`src/rtl/host_descriptor_enqueue.sv`:
```
// Host-path descriptor enqueue: steers TS descriptors to per-flow submit slots,
// and NTS descriptors plus overflowed TS free-markers into a fall-through FIFO.
module host_descriptor_enqueue #(
  parameter int unsigned BUFID_W   = 9,
  parameter int unsigned PORT_W    = 4,
  parameter int unsigned TS_FLOW_N = 32,
  parameter int unsigned TS_AW     = 5,
  parameter int unsigned NTS_DEPTH = 16,
  parameter int unsigned NTS_AW    = 4,
  parameter int unsigned CNT_W     = 16
) (
  input  logic                        i_clk,
  input  logic                        i_rst_n,
  input  logic [BUFID_W-1:0]          iv_bufid,
  input  logic [2:0]                  iv_pkt_type,
  input  logic [PORT_W-1:0]           iv_pkt_inport,
  input  logic [TS_AW-1:0]            iv_ts_submit_addr,
  input  logic                        i_data_wr,
  input  logic                        i_ts_release,
  input  logic [TS_AW-1:0]            iv_ts_release_addr,
  output logic [PORT_W+BUFID_W-1:0]   ov_ts_descriptor_wdata,
  output logic [TS_AW-1:0]            ov_ts_descriptor_waddr,
  output logic                        o_ts_descriptor_wr,
  output logic [PORT_W+BUFID_W-1:0]   ov_nts_descriptor,
  output logic                        o_nts_valid,
  input  logic                        i_nts_ready,
  output logic [TS_FLOW_N-1:0]        ov_ts_occupancy,
  output logic                        o_ts_overflow_pulse,
  output logic                        o_nts_discard_pulse,
  output logic [CNT_W-1:0]            ov_ts_overflow_cnt,
  output logic [CNT_W-1:0]            ov_nts_discard_cnt
);

  localparam int unsigned DESC_W = PORT_W + BUFID_W;
  localparam int unsigned CW     = NTS_AW + 1;

  logic [DESC_W-1:0]    r_mem [NTS_DEPTH];
  logic [NTS_AW-1:0]    r_wr_ptr;
  logic [NTS_AW-1:0]    r_rd_ptr;
  logic [CW-1:0]        r_count;
  logic                 r_nts_valid;
  logic [TS_FLOW_N-1:0] r_occ;
  logic [DESC_W-1:0]    r_ts_wdata;
  logic [TS_AW-1:0]     r_ts_waddr;
  logic                 r_ts_wr;
  logic                 r_ovf_pulse;
  logic                 r_disc_pulse;
  logic [CNT_W-1:0]     r_ovf_cnt;
  logic [CNT_W-1:0]     r_disc_cnt;

  logic                 w_is_ts;
  logic                 w_addr_ok;
  logic                 w_slot_busy;
  logic                 w_ts_accept;
  logic                 w_ts_ovf;
  logic                 w_push_req;
  logic                 w_full;
  logic                 w_push;
  logic                 w_drop;
  logic                 w_pop;
  logic [DESC_W-1:0]    w_push_data;
  logic [TS_FLOW_N-1:0] w_rel_mask;
  logic [TS_FLOW_N-1:0] w_set_mask;
  logic [TS_FLOW_N-1:0] w_occ_eff;
  logic [CW-1:0]        w_count_nxt;

  // Classification and slot lookup; a same-cycle release frees the slot first.
  always_comb begin
    w_is_ts     = (iv_pkt_type <= 3'd2);
    w_addr_ok   = (32'(iv_ts_submit_addr) < TS_FLOW_N);
    w_rel_mask  = i_ts_release ? (TS_FLOW_N'(1) << iv_ts_release_addr) : '0;
    w_occ_eff   = r_occ & ~w_rel_mask;
    w_slot_busy = w_addr_ok ? w_occ_eff[iv_ts_submit_addr] : 1'b1;
    w_ts_accept = i_data_wr & w_is_ts & ~w_slot_busy;
    w_ts_ovf    = i_data_wr & w_is_ts & w_slot_busy;
    w_set_mask  = w_ts_accept ? (TS_FLOW_N'(1) << iv_ts_submit_addr) : '0;
    w_push_req  = i_data_wr & (~w_is_ts | w_slot_busy);
    w_push_data = w_is_ts ? {{PORT_W{1'b1}}, iv_bufid} : {iv_pkt_inport, iv_bufid};
  end

  // FIFO control: a push into a full FIFO is dropped even when a pop frees space.
  always_comb begin
    w_full      = (r_count == CW'(NTS_DEPTH));
    w_push      = w_push_req & ~w_full;
    w_drop      = w_push_req & w_full;
    w_pop       = r_nts_valid & i_nts_ready;
    w_count_nxt = r_count;
    if (w_push && !w_pop)      w_count_nxt = r_count + CW'(1);
    else if (!w_push && w_pop) w_count_nxt = r_count - CW'(1);
  end

  always_ff @(posedge i_clk) begin
    if (w_push) r_mem[r_wr_ptr] <= w_push_data;
  end

  always_ff @(posedge i_clk or negedge i_rst_n) begin
    if (!i_rst_n) begin
      r_wr_ptr    <= '0;
      r_rd_ptr    <= '0;
      r_count     <= '0;
      r_nts_valid <= 1'b0;
    end else begin
      if (w_push) r_wr_ptr <= r_wr_ptr + NTS_AW'(1);
      if (w_pop)  r_rd_ptr <= r_rd_ptr + NTS_AW'(1);
      r_count     <= w_count_nxt;
      r_nts_valid <= (w_count_nxt != '0);
    end
  end

  // TS submit path, occupancy bitmap and event pulses.
  always_ff @(posedge i_clk or negedge i_rst_n) begin
    if (!i_rst_n) begin
      r_occ        <= '0;
      r_ts_wdata   <= '0;
      r_ts_waddr   <= '0;
      r_ts_wr      <= 1'b0;
      r_ovf_pulse  <= 1'b0;
      r_disc_pulse <= 1'b0;
    end else begin
      r_occ        <= w_occ_eff | w_set_mask;
      r_ts_wr      <= w_ts_accept;
      r_ts_wdata   <= w_ts_accept ? {iv_pkt_inport, iv_bufid} : '0;
      r_ts_waddr   <= w_ts_accept ? iv_ts_submit_addr : '0;
      r_ovf_pulse  <= w_ts_ovf;
      r_disc_pulse <= w_drop;
    end
  end

  // Saturating statistics counters.
  always_ff @(posedge i_clk or negedge i_rst_n) begin
    if (!i_rst_n) begin
      r_ovf_cnt  <= '0;
      r_disc_cnt <= '0;
    end else begin
      if (w_ts_ovf && (r_ovf_cnt != '1)) r_ovf_cnt  <= r_ovf_cnt + CNT_W'(1);
      if (w_drop && (r_disc_cnt != '1))  r_disc_cnt <= r_disc_cnt + CNT_W'(1);
    end
  end

  assign ov_ts_descriptor_wdata = r_ts_wdata;
  assign ov_ts_descriptor_waddr = r_ts_waddr;
  assign o_ts_descriptor_wr     = r_ts_wr;
  assign ov_nts_descriptor      = r_nts_valid ? r_mem[r_rd_ptr] : '0;
  assign o_nts_valid            = r_nts_valid;
  assign ov_ts_occupancy        = r_occ;
  assign o_ts_overflow_pulse    = r_ovf_pulse;
  assign o_nts_discard_pulse    = r_disc_pulse;
  assign ov_ts_overflow_cnt     = r_ovf_cnt;
  assign ov_nts_discard_cnt     = r_disc_cnt;

endmodule

```
`config.mk`:
```
export PLATFORM = sky130hd
export DESIGN_NAME = host_descriptor_enqueue
export DESIGN_NICKNAME = d
export VERILOG_FILES = /design/src/rtl/host_descriptor_enqueue.sv
export SDC_FILE = /design/constraint.sdc
export NUM_CORES = 1
export LEC_CHECK = 0
export ABC_AREA = 1
export BUFFER_PORTS_ARGS = -buffer_cell sky130_fd_sc_hd__buf_2
export CORE_MARGIN = 2
export CORE_UTILIZATION = 50
export DETAILED_ROUTE_END_ITERATION = 7
export GPL_TIMING_DRIVEN = 1
export PLACE_DENSITY_LB_ADDON = 0.3
export SYNTH_ARGS = -nofsm -noshare
export SYNTH_HDL_FRONTEND = slang
export SYNTH_SLANG_ARGS = --single-unit
```
`constraint.sdc`:
```
create_clock -name i_clk -period 3 [get_ports i_clk]
set_input_delay 0.45 -clock i_clk [delete_from_list [all_inputs] [get_ports i_clk]]
set_output_delay 0.45 -clock i_clk [all_outputs]
set_load 0.05 [all_outputs]
```
==> results of run 1 <==
cell type report:
cell class                 count  area (sq um)  share of cell area
clock buffer                  45           878              0.0568
sequential                   307          8730               0.564
clock inverter                 9          67.6             0.00437
multi-input combinational    719          3920               0.253
timing repair buffer         178          1150              0.0743
inverter                      82           314              0.0203
tap                          335           419              0.0271
how the worst max path moves through the flow:
stage / start / to / slack [ns] / depth (start not counted)
2_1_floorplan: iv_ts_release_addr[2] / r_mem[11][0] / 0.25 / 15
3_3_place_gp: iv_ts_release_addr[2] / r_mem[9][7] / 0.24 / 16
3_5_place_dp: iv_ts_release_addr[2] / r_mem[7][0] / 0.21 / 16
4_1_cts: r_rd_ptr[0] / ov_nts_descriptor[6] / 0.03 / 6
5_1_grt: r_rd_ptr[0] / ov_nts_descriptor[1] / -0.03 / 7
6_report: r_rd_ptr[0] / ov_nts_descriptor[12] / 0.07 / 7
state kept, by name (all words and copies together) (netlist names):
register,cells
ov_ts_descriptor_waddr,5
r_rd_ptr,4
o_nts_valid,1
o_ts_overflow_pulse,1
ov_ts_descriptor_wdata,13
r_wr_ptr,4
ov_nts_discard_cnt,16
o_nts_discard_pulse,1
ov_ts_overflow_cnt,16
ov_ts_occupancy,32
r_count,5
o_ts_descriptor_wr,1
r_mem,208
synthesized netlist by cell type (11+ instances only):
library cell    n  share of area
edfxtp_1      208           0.47
xnor2_1        11         0.0073
nand2_1       127          0.036
o22ai_1        15         0.0071
a21oi_1        14         0.0053
dfrtp_1        99           0.19
clkbuf_1       46          0.013
o211ai_1       15         0.0085
nor2_1        176          0.050
o221ai_1       37          0.025
o31ai_1        16         0.0091
nand3_1        82          0.031
o21ai_0       118          0.045
inv_1          70          0.020
xor2_1         29          0.019
inv_2          12         0.0034
nand4_1        13         0.0062
power breakdown:
part | switching, mW | internal (mW) | total [mW]
sequential | 0.293 | 4.97 | 5.27
clock | 1.52 | 2.09 | 3.61
combinational | 3.68 | 1.51 | 5.20
total | 5.50 | 8.58 | 14.1
repair_timing:
item	CTS	global route
pin swaps	0	1
endpoints found under the setup margin	13	13
cloned	1	1
setup buffers	1	0
resized for setup	9	17
logic make-up (layout without fill, tap and decap cells):
logic type,after synthesis,count (layout),synth area share
buffers and inverters,141,314,0.0442
xor gates and xnor gates,40,40,0.0265
adders and majority gates,9,9,0.00853
AOI/OAI and AO/OA,231,231,0.109
and+or+nand+nor,439,439,0.151
DFF,307,307,0.661
metrics by stage:
step,worst slack [ns],util,instances,hold WS (ns)
after CTS,0.0261,0.593,1674,0.0894
after global routing,-0.0320,0.595,1675,0.147
after floorplan,0.245,-,1167,0.154
final,0.0697,0.595,1675,0.0199
after global placement,0.245,0.554,1618,0.476
after detailed placement,0.207,0.554,1618,0.481
routing by layer:
metal / wire [um] / GRT usage / vias to the layer above
met3: 3030 / 0.0461 / 40
met5: 0 / 0 / -
li1: - / - / 4413
met4: 532 / 0.0547 / 0
met2: 14600 / 0.345 / 427
met1: 13900 / 0.337 / 4560
==> impl_metrics.py, run 1 <==
metrics = {
    "setup_path": {
        "r2r-end": "r_mem[7][6]",
        "critPathArrivalTime_ns": 2.48,
        "path_cells": "inv_4 > bufbuf_16 > nor2_1 > o221ai_2 > nand3_1 > a21oi_1 > buf_4",
        "crit_family": "buffers and inverters",
        "max_stage_delay_ns": 0.56,
        "crit_type": "reg -> out",
        "slowest_stage": "dfrtp_4",
        "path_max_fanout": 25,
        "worst-endpoint-required_ns": 2.55,
        "ff2ff_path_depth": 14,
        "worstSetupStartpointType": "register",
        "cp_num_buf_inv": 3,
        "r2r_start": "ov_ts_occupancy[29]",
        "endpoint_kind": "primary output",
        "r2r_slack_ns": 0.69,
    },
    "clocking": {
        "clk_path_buf_depth": 3,
        "cts_root_buffer": "clkbuf_16",
        "cts_made_buffers": 30,
        "cts_hold_buf": 0,
        "clock-sinks": 307,
        "clk_pin_slew_ns": 0.06,
        "clock_latency_ns": 0.55,
        "cts_tree": "built",
        "cts.htree.levels": 1,
    },
    "timing": {
        "drv_slew": 0,
        "rsz0062_at_grt": "yes",
        "tightest_slew_ns": 0.996,
        "setup_violations": 0,
        "fmax_ghz": 0.341,
        "finClkSkew_ns": 0.0173,
        "max_slew_margin": 0.336,
        "finalSetupTns_ns": 0,
        "fin_crit_ns": 2.93,
        "hold_viol_final": 0,
        "final.period_utilization": 0.977,
    },
    "pwr": {
        "power_mw": 14.1,
        "ir_drop_mv": 0.864,
        "power_per_cell_area_nw_per_um2": 910,
        "p_leak_nw": 6.27,
    },
    "global_routing": {
        "grt_pass1_wl_mm": 50.1,
        "antenna_found_initial": 0,
        "grt_overflow": 0,
        "grt_max_degree": 79,
        "grt_usage": 0.226,
        "grt_pass1_vias": 9110,
    },
    "route": {
        "via_per_inst": 5.64,
        "vias": 9440,
        "drtAntennaViolNets": 0,
        "first_pass_iters": 5,
        "wl_per_cell_um": 19.2,
        "wl_mm": 32.1,
        "drc": 0,
        "detail_route.iter0.violations": 980,
    },
    "placement": {
        "routabilityCongestion": 0.914,
        "io_buffer_count": 129,
        "dpl_cell_area_sq_um": 14400,
        "post-dp-hpwl_mm": 20.6,
    },
    "yosys": {
        "syn_area_sq_um": 13200,
        "synth-edff-count": 208,
        "ys_seq_area_frac": 0.661,
        "ys_ff_latch": 307,
        "synthArstFlopShare": 0.322,
        "avgSynthCellArea_sq_um": 11.3,
        "syn_inst": 1167,
        "synth_cell_type_count": 39,
        "synthFlopType": "edfxtp_1",
        "synth_nets": 1207,
        "yosys_warnings": 0,
    },
    "die": {
        "die_width_um": 167,
        "coreArea_sq_um": 26000,
        "ios": 130,
        "row_count": 59,
        "initial_utilization": 0.508,
        "die_area_sq_um": 27700,
        "die_y_um": 167,
    },
    "hold_path": {
        "hold_path_class": "in -> async",
    },
    "finish": {
        "drive_above_1_share": 0.213,
        "fin_area_sq_um": 15500,
        "nFillCells": 2127,
        "final_common_cell": "edfxtp_1",
        "mostFrequentLayoutCells": "edfxtp_1, nor2_1, nand2_1",
        "final_nets": 1358,
        "antennaDiodeCount": 0,
        "syn_to_final_growth_pct": 17.2,
    },
    "outcome": {
        "status": "finished, final reports clean",
    },
    "run": {
        "maxCapViolations": 0,
    },
}
(Power assumes the default switching activity.)
==> run 2: changes to the inputs <==
CORE_UTILIZATION = 40   (was 50)
HOLD_SLACK_MARGIN = 0.03   (was default)
TNS_END_PERCENT = 5   (was default)
==> impl_metrics.py, run 2 (synthesis results as in run 1) <==
metrics = {
    "timing": {
        "hold-worst-slack_ns": 0.218,
        "worst_slack_ns": -0.0228,
        "setup_violations": 1,
        "finalSetupTns_ns": -0.0228,
        "max_slew_margin": 0.534,
        "finClkSkew_ns": 0.0192,
        "fmax_ghz": 0.331,
        "tightest_slew_ns": 0.698,
        "drv_slew": 0,
        "rsz0062_at_grt": "yes",
        "fin_crit_ns": 3.02,
        "final.period_utilization": 1.01,
        "hold_viol_final": 0,
    },
    "pwr": {
        "power_per_cell_area_nw_per_um2": 925,
        "p_leak_nw": 6.37,
        "ir_drop_mv": 0.609,
        "power_mw": 14.7,
    },
    "finish": {
        "max_flop_register": "r_mem",
        "final_common_cell": "edfxtp_1",
        "antennaDiodeCount": 0,
        "fin_area_sq_um": 15800,
        "syn_to_final_growth_pct": 20.0,
        "stdcell_count": 1797,
        "mostFrequentLayoutCells": "edfxtp_1, nor2_1, nand2_1",
        "postLayoutCoreUtil": 0.487,
        "nFillCells": 2978,
        "drive_above_1_share": 0.221,
        "largest_register_ffs": 208,
        "final_nets": 1368,
    },
    "placement": {
        "routabilityCongestion": 0.931,
        "io_buffer_count": 129,
        "dpl_cell_area_sq_um": 14600,
        "dp.cells": 1731,
        "pre_cts_ws_ns": 0.119,
        "post-dp-hpwl_mm": 22.9,
    },
    "die": {
        "initial_utilization": 0.406,
        "die_width_um": 186,
        "coreArea_sq_um": 32500,
        "die_area_sq_um": 34500,
        "ios": 130,
        "die_y_um": 186,
        "row_count": 66,
    },
    "route": {
        "vias": 9566,
        "drtAntennaViolNets": 0,
        "via_per_inst": 5.32,
        "wl_mm": 35.2,
        "detail_route.iter0.violations": 820,
        "wl_per_cell_um": 19.6,
        "first_pass_iters": 5,
        "drc": 0,
    },
    "setup_path": {
        "path_cells": "inv_2 > buf_12 > o21ai_0 > o221ai_1 > nand3_1 > a21oi_1 > buf_4",
        "endpoint_kind": "primary output",
        "max_stage_delay_ns": 0.49,
        "critPathArrivalTime_ns": 2.57,
        "worst-endpoint-required_ns": 2.55,
        "r2r_slack_ns": 0.71,
        "path_max_fanout": 55,
        "crit_type": "reg -> out",
        "worstSetupStartpointType": "register",
        "slowest_stage": "dfrtp_2",
    },
    "global_routing": {
        "antenna_found_initial": 0,
        "grt_usage": 0.205,
        "grt_max_degree": 90,
        "grt_overflow": 0,
        "grt_pass1_vias": 9428,
        "grt_pass1_wl_mm": 54.2,
    },
    "clocking": {
        "clock-sinks": 307,
        "cts_made_buffers": 35,
        "clk_pin_slew_ns": 0.06,
        "cts_tree": "built",
        "clock_latency_ns": 0.52,
        "cts.htree.levels": 2,
        "clk_path_buf_depth": 3,
        "cts_root_buffer": "clkbuf_16",
    },
    "outcome": {
        "violations": "negative setup slack",
        "status": "finished, violations left",
    },
    "hold_path": {
        "hold_path_class": "in -> reg",
    },
    "run": {
        "maxCapViolations": 0,
    },
}
[run 2: final timing paths]
| check | to | startpoint | cells after the start |
|---|---|---|---|
| setup / recovery | ov_nts_descriptor[5] | r_rd_ptr[0] | 7 |
| setup reg to reg | r_mem[3][3] | ov_ts_occupancy[2] | 12 |
| min in group asynchronous | r_rd_ptr[3] | i_rst_n | 2 |
| max in group asynchronous | ov_ts_descriptor_wdata[6] | i_rst_n | 3 |
| hold / removal | ov_ts_descriptor_wdata[11] | iv_pkt_inport[2] | 3 |
| hold reg to reg | ov_ts_overflow_cnt[15] | ov_ts_overflow_cnt[15] | 1 |
[run 2: power by group]
part	internal [mW]	switching (mW)	leakage, nW
clock network	2.41	1.66	0.535
logic	1.50	3.86	2.67
registers	4.97	0.251	3.17
total	8.88	5.77	6.37
[run 2: what timing repair did]
| item | 4_1_cts | 5_1_grt |
|---|---|---|
| setup endpoints to repair | 6 | 11 |
| resized for setup | 6 | 15 |
| pin swaps | 0 | 0 |
| cloned | 0 | 1 |
| endpoints found under the hold margin | 31 | 0 |
| hold buffers | 1 | 0 |
| setup buffers | 0 | 0 |
[run 2: layout make-up]
| cell class | instances | area (sq um) | share of cell area |
|---|---|---|---|
| sequential | 307 | 8720 | 0.551 |
| inverter | 82 | 308 | 0.0194 |
| multi-input combinational | 719 | 3950 | 0.249 |
| clock inverter | 14 | 110 | 0.00695 |
| timing repair buffer | 183 | 1210 | 0.0761 |
| tap | 442 | 553 | 0.0349 |
| clock buffer | 50 | 995 | 0.0628 |
[run 2: metal layers]
layer | track usage | up-vias | part of all wire
met5 | 0 | - | 0
met1 | 0.292 | 4716 | 0.45
met3 | 0.0421 | 48 | 0.072
met2 | 0.321 | 371 | 0.46
met4 | 0.0513 | 0 | 0.019
li1 | - | 4431 | -
[run 2: worst max-delay path: cells and delay by family, from the launching register on]
kind                   cells  cell delay, ns
AOI/OAI and AO/OA          3            0.69
buffers and inverters      3            0.63
DFF                        1            0.49
and+or+nand+nor            1            0.21
